--- config.mk ---
export PLATFORM = sky130hd
export DESIGN_NAME = regfile_wb_arbiter
export DESIGN_NICKNAME = d
export VERILOG_FILES = /design/src/rtl/regfile_wb_arbiter.sv
export SDC_FILE = /design/constraint.sdc
export NUM_CORES = 1
export LEC_CHECK = 0
export CORE_ASPECT_RATIO = 2
export CORE_MARGIN = 2
export CORE_UTILIZATION = 30
export DETAILED_ROUTE_END_ITERATION = 8
export PLACE_DENSITY_LB_ADDON = 0.12
export SYNTH_ARGS = -nofsm -noshare
export SYNTH_HDL_FRONTEND = slang
export SYNTH_SLANG_ARGS = --single-unit
--- constraint.sdc ---
create_clock -name clk -period 4.2 [get_ports clk]
set_clock_uncertainty 0.05 [all_clocks]
set_input_delay 1.05 -clock clk [delete_from_list [all_inputs] [get_ports clk]]
set_output_delay 1.05 -clock clk [all_outputs]
set_load 0.005 [all_outputs]
--- src/rtl/regfile_wb_arbiter.sv ---
// regfile_wb_arbiter: shares the register file's single write port between two
// writeback sources.
//   Source A (in-order pipeline) has fixed priority.
//   Source B (long-latency unit) gets a forced grant once it has been blocked
//   for STARVE_MAX consecutive cycles.
// Ports:
//   clk, rst                    clock, asynchronous active-high reset
//   a_valid/a_addr/a_data       source A request;  a_ready  combinational accept
//   b_valid/b_addr/b_data       source B request;  b_ready  combinational accept
//   rWriteAddress/rWriteValue   registered register-file write address/data
//   regWrite                    registered register-file write enable
//   force_cnt                   saturating count of forced B grants
module regfile_wb_arbiter #(
  parameter int unsigned DATA_W     = 32,
  parameter int unsigned ADDR_W     = 5,
  parameter int unsigned STARVE_MAX = 4,
  parameter int unsigned CNT_W      = 8
) (
  input  logic              clk,
  input  logic              rst,
  input  logic              a_valid,
  output logic              a_ready,
  input  logic [ADDR_W-1:0] a_addr,
  input  logic [DATA_W-1:0] a_data,
  input  logic              b_valid,
  output logic              b_ready,
  input  logic [ADDR_W-1:0] b_addr,
  input  logic [DATA_W-1:0] b_data,
  output logic [ADDR_W-1:0] rWriteAddress,
  output logic [DATA_W-1:0] rWriteValue,
  output logic              regWrite,
  output logic [15:0]       force_cnt
);

  localparam int unsigned FCNT_W = 16;

  typedef enum logic {
    PRIO_A  = 1'b0,
    FORCE_B = 1'b1
  } state_e;

  state_e              state_q, state_d;
  logic [CNT_W-1:0]    wait_cnt_q, wait_cnt_d;
  logic [FCNT_W-1:0]   force_cnt_q, force_cnt_d;
  logic [ADDR_W-1:0]   waddr_q;
  logic [DATA_W-1:0]   wdata_q;
  logic                wen_q;
  logic                a_xfer;
  logic                b_xfer;

  // State, starvation counter and forced-grant counter registers
  always_ff @(posedge clk or posedge rst) begin
    if (rst) begin
      state_q     <= PRIO_A;
      wait_cnt_q  <= '0;
      force_cnt_q <= '0;
    end else begin
      state_q     <= state_d;
      wait_cnt_q  <= wait_cnt_d;
      force_cnt_q <= force_cnt_d;
    end
  end

  // Next-state, starvation tracking and ready generation
  always_comb begin
    state_d     = state_q;
    wait_cnt_d  = wait_cnt_q;
    force_cnt_d = force_cnt_q;
    a_ready     = 1'b0;
    b_ready     = 1'b0;
    case (state_q)
      PRIO_A: begin
        a_ready = 1'b1;
        b_ready = !a_valid;
        if (b_valid && a_valid) begin
          // B blocked this cycle; the STARVE_MAX-th blocked cycle arms the force
          wait_cnt_d = wait_cnt_q + CNT_W'(1);
          if (wait_cnt_q == CNT_W'(STARVE_MAX - 1)) begin
            state_d = FORCE_B;
          end
        end else begin
          wait_cnt_d = '0;
        end
      end
      FORCE_B: begin
        b_ready = 1'b1;
        // A dropped b_valid is illegal; wait here until B re-presents
        if (b_valid) begin
          state_d    = PRIO_A;
          wait_cnt_d = '0;
          if (force_cnt_q != {FCNT_W{1'b1}}) begin
            force_cnt_d = force_cnt_q + FCNT_W'(1);
          end
        end
      end
      default: begin
        state_d    = PRIO_A;
        wait_cnt_d = '0;
      end
    endcase
  end

  assign a_xfer = a_valid && a_ready;
  assign b_xfer = b_valid && b_ready;

  // Register-file write stage; r0 writes are accepted but never enable the write
  always_ff @(posedge clk or posedge rst) begin
    if (rst) begin
      waddr_q <= '0;
      wdata_q <= '0;
      wen_q   <= 1'b0;
    end else if (a_xfer) begin
      waddr_q <= a_addr;
      wdata_q <= a_data;
      wen_q   <= (a_addr != '0);
    end else if (b_xfer) begin
      waddr_q <= b_addr;
      wdata_q <= b_data;
      wen_q   <= (b_addr != '0);
    end else begin
      wen_q   <= 1'b0;
    end
  end

  assign rWriteAddress = waddr_q;
  assign rWriteValue   = wdata_q;
  assign regWrite      = wen_q;
  assign force_cnt     = force_cnt_q;

endmodule

==> flow_metrics.tcl, run 1 <==
set metrics [dict create \
    routed_wl_mm 8.30 \
    rsz0062_at_grt "false" \
    max_cap_violations 0 \
    synthSimpleGateAreaFrac_pct 14.6 \
    fp.coreArea_sq_um 9760 \
    power.leakage_nw 2.01 \
    root_buffer "clkbuf_16" \
    port_buffers 133 \
    final_common_cell "clkdlybuf4s50_1" \
    pre_cts_ws_ns 0.883 \
    setup_viol 0 \
    cts_sinks 63 \
    finalHoldViolations 0 \
    die_w_um 74.7 \
    synthTopCellsByArea "dfrtp_1 (53%), mux2i_1 (12%), o21ai_0 (8.3%)" \
    synth_cell_type_count 31 \
    cts.repair.resized 0 \
    synth-compound-area-share_pct 11.6 \
    synth_top_family_by_area "simple AND/OR/NAND/NOR gates" \
    pin_count 134 \
    drv_slew 0 \
    holdCritStartpoint "force_cnt[15]$_DFFE_PP0P_" \
    ys_ff_latch 63 \
    hold_depth 1 \
    start_util_pct 30.7 \
    synth-seq-area-share_pct 52.5 \
    cts_made_buffers 9 \
    ys_warn_count 0 \
    synthMuxAreaShare_pct 12.7 \
    rows 51 \
    synth_fa_ha_area_share_pct 1.25 \
    cts_buffer_depth 2 \
    cp.arrival_ns 2.22 \
    antenna_found_initial 0 \
    grt_first_pass_wirelength_mm 13.5 \
    gp_congestion 0.860 \
    holdCritPathClass "reg -> reg" \
    post-dp-hpwl_mm 6.12 \
    p_per_area_nw_per_um2 344 \
    cts_tree "built" \
    synth_nets 368 \
    die_area_sq_um 10900 \
    period_share_pct 79.0 \
    r2r_start "force_cnt[0]$_DFFE_PP0P_" \
    fin_setup_tns_ns 0 \
    power_mw 1.63 \
    finalWorstSetupSlack_ns 0.884 \
    final_cell_mix "clkdlybuf4s50_1 (132), dfrtp_1 (63), o21ai_0 (50), nand2_1 (45), mux2i_1 (37)" \
    synth_top_cell_by_area "dfrtp_1" \
    outcome "complete, no violations" \
    syn2layout_area_growth_pct 57.7 \
    synth_area_sq_um 3000 \
    cts_hold_buf 0 \
    first_pass_iters 4 \
    synth_top_area_share_pct 52.5 \
    clk_latency_ns 0.33 \
    synth-xor-area-share_pct 4.67 \
    path_clk_slew_ns 0.05 \
    worstSetupStartpointType "input port" \
    grt_max_degree 81 \
    cp_common_cell "clkdlybuf4s50_1" \
    synth_cells 287 \
    r2r_slack_ns 2.37 \
    end_kind "output pin" \
    path_cells "clkdlybuf4s50_1 > nor2b_4 > inv_1 > clkdlybuf4s50_1" \
    fillerInstances 933 \
    grt-ovfl-total 0 \
    tightest_slew_ns 0.740 \
    period_needed_ns 3.32 \
    final_layout_size_suffix_gt1_share_pct 5.67 \
    grt_util_all_layers_pct 16.5 \
    max_stage_delay_ns 0.50 \
    rr_endpoint "force_cnt[1]$_DFFE_PP0P_" \
    reg2reg_depth 4 \
    postCtsSetupBuffers 0 \
    h-tree-depth 3 \
    vias_per_cell 4.77 \
    cp_max_fo 2 \
    dp.cells 541 \
    placed_area_sq_um 4470 \
    grt_pass1_vias 2751 \
    relSlewSlack_pct 50.7 \
    antenna_cells 0 \
    post-route-cell-area_sq_um 4730 \
    worstHoldEndpoint "force_cnt[15]$_DFFE_PP0P_" \
    fmax_ghz 0.302 \
    critical_path.slowest_cell "clkdlybuf4s50_1" \
    synth.avg_cell_area_sq_um 10.5 \
    vias 2647 \
    die_y_um 145 \
    crit_type "in -> out" \
    drc 0 \
    first_iter_violations 145 \
    fin_nets 501 \
    wl_per_cell_um 15.0 \
    critPathRequiredTime_ns 3.10 \
    ir_worst_vdd_mv 0.203 \
    ant_nets 0 \
    stdcell_count 555 \
]
## worst max-delay path by stage
| stage | start | endpoint | slack (ns) | cells after the start |
|---|---|---|---|---|
| after global placement | a_valid | b_ready | 0.87 | 4 |
| final | a_valid | b_ready | 0.88 | 4 |
| after detailed placement | a_valid | b_ready | 0.88 | 4 |
| after global routing | a_valid | b_ready | 0.81 | 4 |
| after CTS | a_valid | b_ready | 0.87 | 4 |
| after floorplan | a_valid | b_ready | 1.35 | 4 |
## layer usage
layer | GRT usage, % | vias up | wire length, um | part of all wire, %
li1 | - | 1280 | - | -
met1 | 17.3 | 1248 | 3060 | 37
met2 | 28.1 | 97 | 4410 | 53
met3 | 4.71 | 22 | 484 | 5.8
met4 | 9.29 | 0 | 343 | 4.1
met5 | 0 | - | 0 | 0
## Yosys cell counts (all sizes together)
cell type / number
o32ai: 1
inv: 4
nand4: 11
a31oi: 1
and4: 4
nand2: 45
o31ai: 1
xor2: 4
and2: 2
a2111oi: 1
nor3: 2
xnor2: 12
dfrtp: 63
nor2: 6
buf: 6
a41oi: 1
ha: 3
mux2i: 37
nor4: 1
a32o: 1
o21ai: 50
and3: 3
mux2: 1
a21oi: 2
nand3: 11
nand3b: 2
or4: 2
clkbuf: 9
nor2b: 1
## worst max-delay path: cells and delay by family
| kind | cells | cell delay (ns) |
|---|---|---|
| simple gates | 1 | 0.16 |
| buf+inv | 3 | 1.01 |
## logic make-up (layout without fill, tap and decap cells)
family / after synthesis / after routing
and+or+nand+nor: 90 / 90
AOI/OAI and AO/OA: 58 / 58
adders and majority gates: 3 / 3
muxes: 38 / 38
xor gates and xnor gates: 16 / 16
buffers and inverters: 19 / 155
DFF: 63 / 63
## report_power, final
| part | internal, mW | switching (mW) |
|---|---|---|
| Clock | 0.424 | 0.258 |
| Sequential | 0.651 | 0.0285 |
| Combinational | 0.172 | 0.0966 |
| Total | 1.25 | 0.383 |
## registers in the layout, summed over array words and instances, names as in the netlist
name	count
rWriteValue	32
rWriteAddress	5
regWrite	1
wait_cnt_q	8
force_cnt	16
state_q	1
## per-stage QoR
stage	hold slack [ns]	util, %
2_1_floorplan	0.417	-
3_3_place_gp	0.434	45.7
6_report	0.440	48.5
3_5_place_dp	0.434	45.7
5_1_grt	0.476	48.5
4_1_cts	0.441	48.5
## area by class of cell
type / count / area [sq um] / area share, %
Timing Repair Buffer: 137 / 1360 / 28.7
Sequential cell: 63 / 1580 / 33.3
Inverter: 4 / 15.0 / 0.317
Tap cell: 132 / 165 / 3.49
Clock buffer: 13 / 260 / 5.50
Multi-Input combinational cell: 205 / 1350 / 28.6
Clock inverter: 1 / 5.00 / 0.106
(Power assumes the default switching activity.)
==> run 2: changes to the inputs <==
==> constraint.sdc (replaced) <==
create_clock -name clk -period 2.84 [get_ports clk]
set_clock_uncertainty 0.05 [all_clocks]
set_input_delay 0.71 -clock clk [delete_from_list [all_inputs] [get_ports clk]]
set_output_delay 0.71 -clock clk [all_outputs]
set_load 0.005 [all_outputs]
==> run 2 against run 1 <==
  * Final area about the same
  * Clock power up 38%
  * First-iteration DRC count down 26%
  * Final cell count up 0.18%
==> flow_metrics.tcl, run 2 (same netlist as run 1, synthesis figures left out) <==
set metrics [dict create \
    path_cells "clkdlybuf4s50_1 > nor2b_4 > inv_1 > clkdlybuf4s50_1" \
    worstHoldEndpoint "force_cnt[15]$_DFFE_PP0P_" \
    stdcell_count 556 \
    vias_per_cell 4.72 \
    reg2reg_depth 4 \
    h-tree-depth 3 \
    critPathRequiredTime_ns 2.08 \
    worstSetupStartpointType "input port" \
    cts_hold_buf 0 \
    dp.cells 542 \
    power.leakage_nw 2.01 \
    fin_util_pct 48.5 \
    pin_count 134 \
    vias 2627 \
    rows 51 \
    power_mw 2.35 \
    fin_setup_tns_ns 0 \
    p_per_area_nw_per_um2 496 \
    grt_util_all_layers_pct 16.0 \
    syn2layout_area_growth_pct 57.7 \
    root_buffer "clkbuf_16" \
    fmax_ghz 0.378 \
    holdCritPathClass "reg -> reg" \
    period_share_pct 93.2 \
    wl_per_cell_um 14.7 \
    r2r_slack_ns 0.98 \
    die_w_um 74.7 \
    outcome "complete, no violations" \
    final_common_cell "clkdlybuf4s50_1" \
    die_y_um 145 \
    grt-ovfl-total 0 \
    startpoint "a_valid" \
    rsz0062_at_grt "false" \
    fp.coreArea_sq_um 9760 \
    hold_depth 1 \
    postCtsSetupBuffers 0 \
    max_stage_delay_ns 0.51 \
    cp_common_cell "clkdlybuf4s50_1" \
    drv_slew 0 \
    cts_sinks 63 \
    gp_congestion 0.853 \
    path_clk_slew_ns 0.05 \
    fin_nets 502 \
    ir_worst_vdd_mv 0.298 \
    ant_nets 0 \
    crit_type "in -> out" \
    cp.arrival_ns 1.89 \
    antenna_found_initial 0 \
    finalHoldViolations 0 \
    final_layout_size_suffix_gt1_share_pct 5.66 \
    grt_pass1_vias 2704 \
    holdCritStartpoint "force_cnt[15]$_DFFE_PP0P_" \
    drc 0 \
    clk_latency_ns 0.32 \
    grt_first_pass_wirelength_mm 13.3 \
    port_buffers 133 \
    post-dp-hpwl_mm 6.04 \
    period_needed_ns 2.65 \
    first_iter_violations 107 \
    timing.hold.ws_ns 0.440 \
    relSlewSlack_pct 54.6 \
    cts.repair.resized 0 \
    cts_made_buffers 9 \
    tightest_slew_ns 0.681 \
    final_cell_mix "clkdlybuf4s50_1 (132), dfrtp_1 (63), o21ai_0 (50), nand2_1 (45), mux2i_1 (37)" \
    grt_max_degree 81 \
    antenna_cells 0 \
    max_cap_violations 0 \
    largest_reg_flops 32 \
    cts_buffer_depth 2 \
    end_kind "output pin" \
    first_pass_iters 4 \
    critical_path.slowest_cell "clkdlybuf4s50_1" \
    cts_tree "built" \
    rr_endpoint "force_cnt[1]$_DFFE_PP0P_" \
    setup_viol 0 \
    die_area_sq_um 10900 \
    cp_max_fo 2 \
    routed_wl_mm 8.20 \
    start_util_pct 30.7 \
    r2r_start "force_cnt[0]$_DFFE_PP0P_" \
]
==> run 2: where the power goes <==
| group | internal (mW) | switching, mW | total, mW |
|---|---|---|---|
| Combinational | 0.257 | 0.142 | 0.399 |
| Clock | 0.577 | 0.363 | 0.940 |
| Sequential | 0.963 | 0.0434 | 1.01 |
| Total | 1.80 | 0.549 | 2.35 |
==> run 2: cell type report <==
type                       instances  area [sq um]
inverter                           4          15.0
fill                             925          5030
clock inverter                     2          10.0
sequential                        63          1580
tap                              132           165
clock buffer                      12           236
multi-input combinational        205          1350
timing repair buffer             138          1380
==> run 2: worst max-delay path by stage <==
stage	to	cells past startpoint
after floorplan	force_cnt[0]$_DFFE_PP0P_	1
after global placement	b_ready	4
after detailed placement	b_ready	4
after CTS	b_ready	4
after global routing	b_ready	4
final	b_ready	4
==> run 2: per-layer routing <==
| layer | track usage, % | up-vias | wire, um |
|---|---|---|---|
| met5 | 0 | - | 0 |
| met4 | 7.23 | 0 | 215 |
| met3 | 4.71 | 13 | 500 |
| met2 | 26.6 | 95 | 4250 |
| met1 | 18.4 | 1235 | 3230 |
| li1 | - | 1284 | - |
==> run 2: worst max-delay path, delay by kind of cell <==
| kind | cells | cell delay [ns] |
|---|---|---|
| simple gates | 1 | 0.16 |
| buf+inv | 3 | 1.02 |
==> run 2: through the flow <==
step	worst slack [ns]	instance area, sq um
after floorplan	0.510	3000
after global placement	0.187	4490
after detailed placement	0.189	4490
after CTS	0.177	4730
after global routing	0.120	4730
final	0.192	4730
==> run 3: changes to the inputs <==
--- a/config.mk
+++ b/config.mk
@@ -6,7 +6,7 @@
 export NUM_CORES = 1
 export LEC_CHECK = 0
 export CORE_ASPECT_RATIO = 2
-export CORE_MARGIN = 2
+export CORE_MARGIN = 4
 export CORE_UTILIZATION = 30
 export DETAILED_ROUTE_END_ITERATION = 8
 export PLACE_DENSITY_LB_ADDON = 0.12
==> run 3 against run 2 <==
  * Power is 12% higher
  * Die area is 8.3% higher
  * Critical path type unchanged
  * Critical endpoint unchanged
  * Combinational power hardly changed
==> flow_metrics.tcl, run 3 (same netlist as run 1, synthesis figures left out) <==
set metrics [dict create \
    largest_reg_flops 32 \
    die_area_sq_um 11800 \
    postCtsSetupBuffers 0 \
    post-dp-hpwl_mm 6.44 \
    vias_per_cell 4.65 \
    finalWorstSetupSlack_ns 0.216 \
    vias 2596 \
    end_kind "output pin" \
    grt_util_all_layers_pct 15.5 \
    fillerInstances 929 \
    routed_wl_mm 8.56 \
    fin_util_pct 49.4 \
    h-tree-depth 3 \
    relSlewSlack_pct 55.6 \
    cts.repair.resized 0 \
    period_share_pct 92.4 \
    p_per_area_nw_per_um2 542 \
    grt-ovfl-total 0 \
    port_buffers 133 \
    first_pass_iters 4 \
    cts_made_buffers 9 \
    pre_cts_ws_ns 0.214 \
    gp_congestion 0.793 \
    grt_pass1_vias 2712 \
    cts_sinks 63 \
    final_cell_mix "clkdlybuf4s50_1 (132), dfrtp_1 (63), o21ai_0 (50), nand2_1 (45), mux2i_1 (37)" \
    setup_viol 0 \
    tightest_slew_ns 0.666 \
    final_layout_size_suffix_gt1_share_pct 6.81 \
    reg2reg_depth 4 \
    cp_max_fo 2 \
    grt_first_pass_wirelength_mm 13.8 \
    cp.arrival_ns 1.86 \
    fmax_ghz 0.381 \
    power.leakage_nw 2.06 \
    rows 51 \
    cts_tree "built" \
    first_iter_violations 89 \
    die_w_um 78.7 \
    worstSetupStartpointType "input port" \
    fin_setup_tns_ns 0 \
    drv_slew 0 \
    placed_area_sq_um 4490 \
    start_util_pct 30.7 \
    final_common_cell "clkdlybuf4s50_1" \
    root_buffer "clkbuf_16" \
    fp.coreArea_sq_um 9760 \
    critPathRequiredTime_ns 2.08 \
    die_y_um 149 \
    antenna_cells 0 \
    fin_nets 503 \
    rsz0062_at_grt "false" \
    drc 0 \
    period_needed_ns 2.62 \
    cts_hold_buf 0 \
    holdCritPathClass "reg -> reg" \
    hold_depth 1 \
    pin_count 134 \
    max_cap_violations 0 \
    ir_worst_vdd_mv 0.348 \
    cts_buffer_depth 2 \
    post-route-cell-area_sq_um 4820 \
    crit_type "in -> out" \
    wl_per_cell_um 15.3 \
    ant_nets 0 \
    clk_latency_ns 0.32 \
    outcome "complete, no violations" \
    grt_max_degree 81 \
    syn2layout_area_growth_pct 60.8 \
    path_clk_slew_ns 0.05 \
    antenna_found_initial 0 \
    finalHoldViolations 0 \
]
==> run 3: cell types whose count changed in the layout (fill, tap and decap cells not counted) <==
cell	before	now
clkbuf_8	0	3
bufinv_16	0	2
buf_4	4	5
clkinv_2	2	1
clkbuf_1	3	0
==> run 3: final timing paths <==
path	slack, ns	start	endpoint
worst max-delay path	0.22	a_valid	b_ready
worst min-delay path	0.45	force_cnt[15]$_DFFE_PP0P_	force_cnt[15]$_DFFE_PP0P_
worst max register to register	0.98	force_cnt[0]$_DFFE_PP0P_	force_cnt[1]$_DFFE_PP0P_
worst min register to register	0.45	force_cnt[15]$_DFFE_PP0P_	force_cnt[15]$_DFFE_PP0P_
max in group asynchronous	1.38	rst	rWriteValue[2]$_DFFE_PP0P_
min in group asynchronous	0.72	rst	force_cnt[2]$_DFFE_PP0P_
==> run 3: layer usage <==
metal	GRT usage [%]	vias to the layer above	wire length, um
met4	7.62	0	193
met5	0	-	0
met1	16.9	1199	3220
met2	26.4	95	4500
li1	-	1290	-
met3	5.36	12	639
==> run 3: power breakdown <==
part | switching (mW) | internal (mW) | leakage, nW | total [mW]
Sequential | 0.0430 | 0.962 | 0.798 | 1.01
Clock | 0.375 | 0.833 | 0.165 | 1.21
Combinational | 0.145 | 0.258 | 1.10 | 0.402
==> run 3: stage by stage <==
| stage | hold WS [ns] | power, mW | cells |
|---|---|---|---|
| detailed placement | 0.462 | 1.43 | 543 |
| finish | 0.453 | 2.62 | 558 |
| CTS | 0.468 | 2.66 | 558 |
| global placement | 0.452 | 1.43 | 543 |
| global route | 0.479 | 2.74 | 558 |
| floorplan | 0.417 | 1.15 | 287 |
==> run 3: layout make-up <==
cell class	instances	area [sq um]	share of cell area (%)
Inverter	4	15.0	0.311
Clock buffer	12	267	5.52
Sequential cell	63	1580	32.7
Timing Repair Buffer	139	1380	28.7
Clock inverter	3	65.1	1.35
Tap cell	132	165	3.42
Multi-Input combinational cell	205	1350	28.0
==> run 3: critical path, stage by stage <==
cell and delay [ns]:
clkdlybuf4s50_1 0.49, nor2b_4 0.15, inv_1 0.05, clkdlybuf4s50_1 0.46
